$ cat src/rtl/mem_intv_delay_stage.sv
// Val/rdy throttle: a small FIFO whose output transfers are spaced at least
// p_intv_delay cycles apart. It is used to add configurable memory timing.
module mem_intv_delay_stage #(
  parameter int p_msg_bits   = 32,
  parameter int p_intv_delay = 1,
  parameter int p_buf_depth  = 2
) (
  input  logic                  clk,
  input  logic                  rst,
  input  logic                  istream_val,
  output logic                  istream_rdy,
  input  logic [p_msg_bits-1:0] istream_msg,
  output logic                  ostream_val,
  input  logic                  ostream_rdy,
  output logic [p_msg_bits-1:0] ostream_msg,
  output logic [4:0]            occupancy
);

  localparam int                    c_ptr_bits = (p_buf_depth > 1) ? $clog2(p_buf_depth) : 1;
  localparam logic [c_ptr_bits-1:0] c_ptr_last = c_ptr_bits'(p_buf_depth - 1);
  localparam logic [4:0]            c_depth    = 5'(p_buf_depth);
  localparam logic [7:0]            c_cnt_load = 8'(p_intv_delay - 1);

  generate
    if (p_intv_delay < 1 || p_intv_delay > 255) begin : g_bad_intv
      $error("mem_intv_delay_stage: p_intv_delay must be in 1..255");
    end
    if (p_buf_depth < 1 || p_buf_depth > 16) begin : g_bad_depth
      $error("mem_intv_delay_stage: p_buf_depth must be in 1..16");
    end
  endgenerate

  logic [p_msg_bits-1:0] r_mem [p_buf_depth];
  logic [c_ptr_bits-1:0] r_head;
  logic [c_ptr_bits-1:0] r_tail;
  logic [4:0]            r_occ;
  logic [7:0]            r_cnt;

  logic w_in_xfer;
  logic w_out_xfer;

  // Both handshake outputs come from registered state only, so there is no
  // combinational path between the two streams.
  assign istream_rdy = !rst && (r_occ < c_depth);
  assign ostream_val = !rst && (r_occ != 5'd0) && (r_cnt == 8'd0);
  assign ostream_msg = r_mem[r_head];
  assign occupancy   = r_occ;

  assign w_in_xfer  = istream_val && istream_rdy;
  assign w_out_xfer = ostream_val && ostream_rdy;

  // Pointers wrap modulo the depth, which need not be a power of two.
  function automatic logic [c_ptr_bits-1:0] f_ptr_inc(input logic [c_ptr_bits-1:0] ptr);
    return (ptr == c_ptr_last) ? '0 : ptr + 1'b1;
  endfunction

  // Storage has no reset: entries are only observed while occupancy covers them.
  always_ff @(posedge clk) begin
    if (w_in_xfer) begin
      r_mem[r_tail] <= istream_msg;
    end
  end

  always_ff @(posedge clk) begin
    if (rst) begin
      r_head <= '0;
      r_tail <= '0;
      r_occ  <= 5'd0;
    end else begin
      if (w_in_xfer) begin
        r_tail <= f_ptr_inc(r_tail);
      end
      if (w_out_xfer) begin
        r_head <= f_ptr_inc(r_head);
      end
      case ({w_in_xfer, w_out_xfer})
        2'b10:   r_occ <= r_occ + 5'd1;
        2'b01:   r_occ <= r_occ - 5'd1;
        default: r_occ <= r_occ;
      endcase
    end
  end

  // Interval counter: reloaded on each output transfer, then counts down to 0.
  always_ff @(posedge clk) begin
    if (rst) begin
      r_cnt <= 8'd0;
    end else if (w_out_xfer) begin
      r_cnt <= c_cnt_load;
    end else if (r_cnt != 8'd0) begin
      r_cnt <= r_cnt - 8'd1;
    end
  end

endmodule

$ cat config.mk
export PLATFORM = sky130hd
export DESIGN_NAME = mem_intv_delay_stage
export DESIGN_NICKNAME = d
export VERILOG_FILES = /design/src/rtl/mem_intv_delay_stage.sv
export SDC_FILE = /design/constraint.sdc
export NUM_CORES = 1
export LEC_CHECK = 0
export BUFFER_PORTS_ARGS = -buffer_cell sky130_fd_sc_hd__buf_2
export CAP_MARGIN = 10
export CORE_ASPECT_RATIO = 0.8
export CORE_MARGIN = 4
export CORE_UTILIZATION = 45
export DETAILED_ROUTE_END_ITERATION = 6
export PLACE_DENSITY = 0.66
export SLEW_MARGIN = 10
export SYNTH_ARGS = -nofsm -noshare
export SYNTH_HDL_FRONTEND = slang
export SYNTH_SLANG_ARGS = --single-unit
export TNS_END_PERCENT = 5
$ cat constraint.sdc
create_clock -name clk -period 5.4 [get_ports clk]
set_input_delay 1.08 -clock clk [delete_from_list [all_inputs] [get_ports clk]]
set_output_delay 1.08 -clock clk [all_outputs]
set_load 0.01 [all_outputs]
* Yosys cells after proc, flatten, opt, wreduce, memory -nomap -nowiden
Memories as Yosys holds them, arrays and structs flattened. A register that Yosys moved wholly into a read port is not among the register bits. Cells that the tools add are included.
Cells by class: reduce and logical (&&, ||, !) cells 11, magnitude comparators 1, mux-type cells 7, add/subtract/negate cells 5, equality and inequality tests 2
Operators by type and width (count):
- case mux 5 bit (2 select lines) | 1
- logical NOT 8 bit | 1
- nonzero test 8 bit | 1
- subtractor 8 x 1 -> 8 bit (second input constant) | 1
- 2-to-1 mux 1 bit | 6
- adder 5 x 1 -> 5 bit (second input constant) | 1
- logical AND 1 bit | 5
- less-than comparator 5 x 2 -> 1 bit (second input constant) | 1
- nonzero test 5 bit | 1
- subtractor 5 x 1 -> 5 bit (second input constant) | 1
- adder 1 bit (second input constant) | 2
- equality test 2 x 1 -> 1 bit (second input constant) | 1
- equality test 2 bit (second input constant) | 1
- nonzero test 2 bit | 1
- OR reduction 2 bit | 1
- logical NOT 1 bit | 1
Word-level totals: output and inout bits 39, memories 1, bits in writable memories 64, logic and storage cells 31, register bits after elaboration 15, input port bits 36
Memory list:
- r_mem | words 2, width 32, rd ports 1, clocked after Yosys merged registers in 1, write ports 1, RTL line 33 | logic [p_msg_bits-1:0] r_mem [p_buf_depth];

* Longest topological paths before layout
depth after elaboration 6, mapped depth 14, gate-level depth less buffers 13

* Least setup slack after synthesis
Ideal clock, no wire load.
path kind input-to-reg, start in rst, end reg r_occ[4] (netlist: occupancy[4]), setup slack 2.066 ns, library setup time 0.121 ns, required time 5.279 ns, cell stages on the path 11, arrival time 3.213 ns, path buffers 1, path through clkbuf_1 inv_1 o211a_4 and2_1 ha_1 inv_1 fa_1 nand2b_1 a21oi_1 mux2i_1 mux2_2
On the way: word-level cells in the longest chain between the ends 6, elaborated cells on any way between the ends 10, classes of those cells eq/ne: 2; mux: 1; reduce/logical: 7
Ends and longest elaborated chain:
- start, declared | RTL line 9 | input logic rst,
- logical NOT 1 bit (*) | RTL line 45 | assign ostream_val = !rst && (r_occ != 5'd0) && (r_cnt == 8'd0);
- logical AND 1 bit (*) (2 in a row) | RTL line 45
- named net ostream_val | RTL line 13 | output logic ostream_val,
- logical AND 1 bit (*) | RTL line 50 | assign w_out_xfer = ostream_val && ostream_rdy;
- named net w_out_xfer | RTL line 40 | logic w_out_xfer;
- equality test 2 x 1 -> 1 bit / equality test 2 bit (equally long branches) | RTL line 76 | case ({w_in_xfer, w_out_xfer})
- case mux 5 bit (2 select lines) / nonzero test 2 bit (equally long branches)
- end signal, assigned | RTL line 77 | 2'b10: r_occ <= r_occ + 5'd1;
- end signal, assigned | RTL line 78 | 2'b01: r_occ <= r_occ - 5'd1;
- end signal, assigned | RTL line 79 | default: r_occ <= r_occ;
- end, declared | RTL line 36 | logic [4:0] r_occ;
Mark *: on every way through the listed nets, which the timed path passes. The rest lies on a longest branch. A chain may end at the register's enable or synchronous reset.

* Worst setup path in the final report
start reg r_cnt[0], end reg r_occ[4] (netlist: occupancy[4])
On the way: word-level cells in the longest chain between the ends 5, elaborated cells on any way between the ends 7, classes of those cells eq/ne: 2; mux: 1; reduce/logical: 4
Ends and longest elaborated chain:
- start, declared | RTL line 37 | logic [7:0] r_cnt;
- start signal, assigned | RTL line 89 | r_cnt <= c_cnt_load;
- start signal, assigned | RTL line 91 | r_cnt <= r_cnt - 8'd1;
- logical NOT 8 bit (*) | RTL line 45
- logical AND 1 bit (*) | RTL line 45
- logical AND 1 bit (*) | RTL line 50
- named net w_out_xfer | RTL line 40
- equality test 2 x 1 -> 1 bit / equality test 2 bit (equally long branches) | RTL line 76
- case mux 5 bit (2 select lines) / nonzero test 2 bit (equally long branches)
Marks and branches as above.

==> flow_summary.json <==
{
  "setup_tns_ns": 0,
  "power_density_nw_per_um2": 398,
  "syn_to_final_growth_pct": 21.0,
  "routed_wl_mm": 5.61,
  "timing.rr.start": "r_cnt[0]",
  "max_slew_margin_pct": 36.6,
  "synth_top_area_cell": "edfxtp_1",
  "min_period_over_period_pct": 62.5,
  "crit_start": "r_cnt[0]",
  "synth_top_cells_by_count": "edfxtp_1 (64), mux2_2 (33), nor2_1 (19), dfxtp_1 (16)",
  "hold_viol_final": 0,
  "fp-row-count": 27,
  "grt_pass1_wl_mm": 8.94,
  "die_height_um": 83.6,
  "postSynthCellCount": 201,
  "maxCapViolCount": 0,
  "overflow": 0,
  "setup.worst_path.end_class": "flip-flop",
  "clockBufferDepth": 2,
  "fin_util_pct": 56.4,
  "tritoncts": "yes",
  "cts.sinks": 80,
  "ir_drop_v": 0.000337,
  "vias_per_cell": 4.92,
  "grt_pass1_vias": 1856,
  "arrival_ns": 3.60,
  "clock-skew-final_ns": 0.00712,
  "setup_ws_ns": 2.03,
  "synthFlopType": "edfxtp_1",
  "syn_nets": 244,
  "port_buffers": 74,
  "fin_crit_ns": 3.37,
  "path_class": "reg2reg",
  "synthTopCellsByArea": "edfxtp_1 (60%), mux2_2 (12%), dfxtp_1 (10%)",
  "max_freq_ghz": 0.297,
  "dp_worst_setup_slack_ns": 1.84,
  "synth_top_cell_area_share_pct": 59.9,
  "synth.avg_cell_area_um2": 16.0,
  "gp_congestion": 0.754,
  "post-synth-top-count-cell": "edfxtp_1",
  "cts_buffers": 9,
  "hpwl_mm": 3.74,
  "firstDrtPassIters": 5,
  "nNetsFinal": 322,
  "async_reset_ff_share_pct": 0,
  "ctsResizeCount": 0,
  "final_area_um2": 3880,
  "dpl_cell_area_um2": 3660,
  "start_util_pct": 46.6,
  "nFillCells": 589,
  "hold_class": "reg2reg",
  "post_cts_buffers": 0,
  "insertion_delay_ns": 0.34,
  "worstMarginPinSlew_ns": 0.948,
  "drc": 0,
  "rsz0062_at_grt": "false",
  "cts-root-buf": "clkbuf_8",
  "grt_usage_pct": 13.6,
  "route.vias.total": 1826,
  "grt_max_degree": 33,
  "drt_iter0_drc": 73,
  "dieArea_um2": 8560,
  "die_w_um": 102,
  "hold_buffers": 0,
  "netlist_area_um2": 3210,
  "n_antenna_cell": 0,
  "r2r_end": "occupancy[4]",
  "ioPinCount": 75,
  "drv_slew": 0,
  "ant_nets": 0,
  "worst-r2r-setup-slack_ns": 2.03,
  "core_um2": 6890,
  "antenna_found_initial": 0,
  "crit_path_start_kind": "flip-flop",
  "power.total_uw": 1550,
  "yosysSeqAreaShare_pct": 69.8,
  "rr_worst_depth": 13,
  "yosysWarnings": 0,
  "ys_ff_latch": 80,
  "htreeDepth": 3,
  "outcome": "complete, no violations",
  "critPathCapture": "occupancy[4]",
  "synth_edf_count": 64,
  "ys_types": 36,
  "wl_per_cell_um": 15.1,
  "p_leak_uw": 0.00150,
  "worstPathMaxFanout": 9,
  "worstPathRequired_ns": 5.63,
  "cts.reportedPaths.clkPinSlew_ns": 0.07,
  "layout-drive-gt1-share_pct": 46.1,
  "setup_violations": 0
}
-- how the worst min path moves through the flow --
stage               startpoint   endpoint  slack, ns  depth (start not counted)
finish                  r_head  flip-flop       0.51                          2
global route            r_head  flip-flop       0.55                          2
CTS                   r_cnt[1]   r_cnt[1]       0.52                          2
detailed placement      r_head  flip-flop       0.49                          2
global placement        r_head     r_head       0.49                          2
floorplan             r_cnt[1]   r_cnt[1]       0.47                          2
-- per-stage QoR --
| step | hold slack, ns | instances |
|---|---|---|
| floorplan | 0.470 | 201 |
| global placement | 0.486 | 355 |
| detailed placement | 0.491 | 355 |
| CTS | 0.520 | 371 |
| global route | 0.547 | 371 |
| finish | 0.511 | 371 |
-- layout make-up --
cell class / count / area, um^2 / area share, %
Clock buffer: 10 / 128 / 3.29
Multi-Input combinational cell: 106 / 910 / 23.4
Clock inverter: 6 / 92.6 / 2.38
Timing Repair Buffer: 75 / 378 / 9.73
Sequential cell: 80 / 2240 / 57.7
Tap cell: 87 / 109 / 2.80
Inverter: 7 / 26.3 / 0.676
-- registers in the layout, indices dropped and copies added, names as in the netlist, named ones only --
signal / count
occupancy: 5
r_cnt: 8
r_head: 1
r_mem: 64
r_tail: 1
-- critical path: stages, from the launching register on --
cell	delay [ns]
dfxtp_1	0.35
inv_1	0.09
ha_1	0.17
nor3b_1	0.32
and2_1	0.38
o211a_4	0.22
and2_1	0.12
ha_1	0.24
inv_1	0.09
fa_1	0.40
nand2b_1	0.16
a21oi_1	0.16
mux2i_1	0.22
mux2_2	0.34
-- cell usage in the layout, fill, tap and decap left out, types with 2 or more instances in the layout --
cell type,count
and2_1,2
nor2_1,18
xnor2_1,3
buf_2,74
nor3b_1,2
inv_1,7
ha_1,6
a21oi_1,7
nor3_1,6
bufinv_16,2
mux2_2,33
xor2_1,5
mux2i_1,2
dfxtp_1,16
clkbuf_8,9
edfxtp_1,64
-- power by group --
group          switching, uW  total, uW  internal, uW  leakage, uW
Combinational            168        315           147     0.000674
Sequential              40.3        762           722     0.000718
Clock                    207        471           264     0.000108
Total                    415       1550          1130      0.00150
-- logic make-up (layout without fill, tap and decap cells) --
kind of cell	after synthesis	in the layout	synth area share [%]
mux	35	35	12.2
compound gates	14	14	3.23
xor+xnor	8	8	2.18
flops	80	80	69.8
buf+inv	15	98	2.10
simple gates	42	42	7.48
fa+ha+maj	7	7	2.96
-- routing by layer --
| layer | global-route usage, % | vias to the layer above | routed length (um) |
|---|---|---|---|
| met4 | 2.50 | 0 | 20 |
| met1 | 18.3 | 867 | 2600 |
| met3 | 6.52 | 2 | 413 |
| met5 | 0 | - | 0 |
| li1 | - | 900 | - |
| met2 | 20.4 | 57 | 2570 |
No activity file was read; power rests on OpenSTA's default activity.
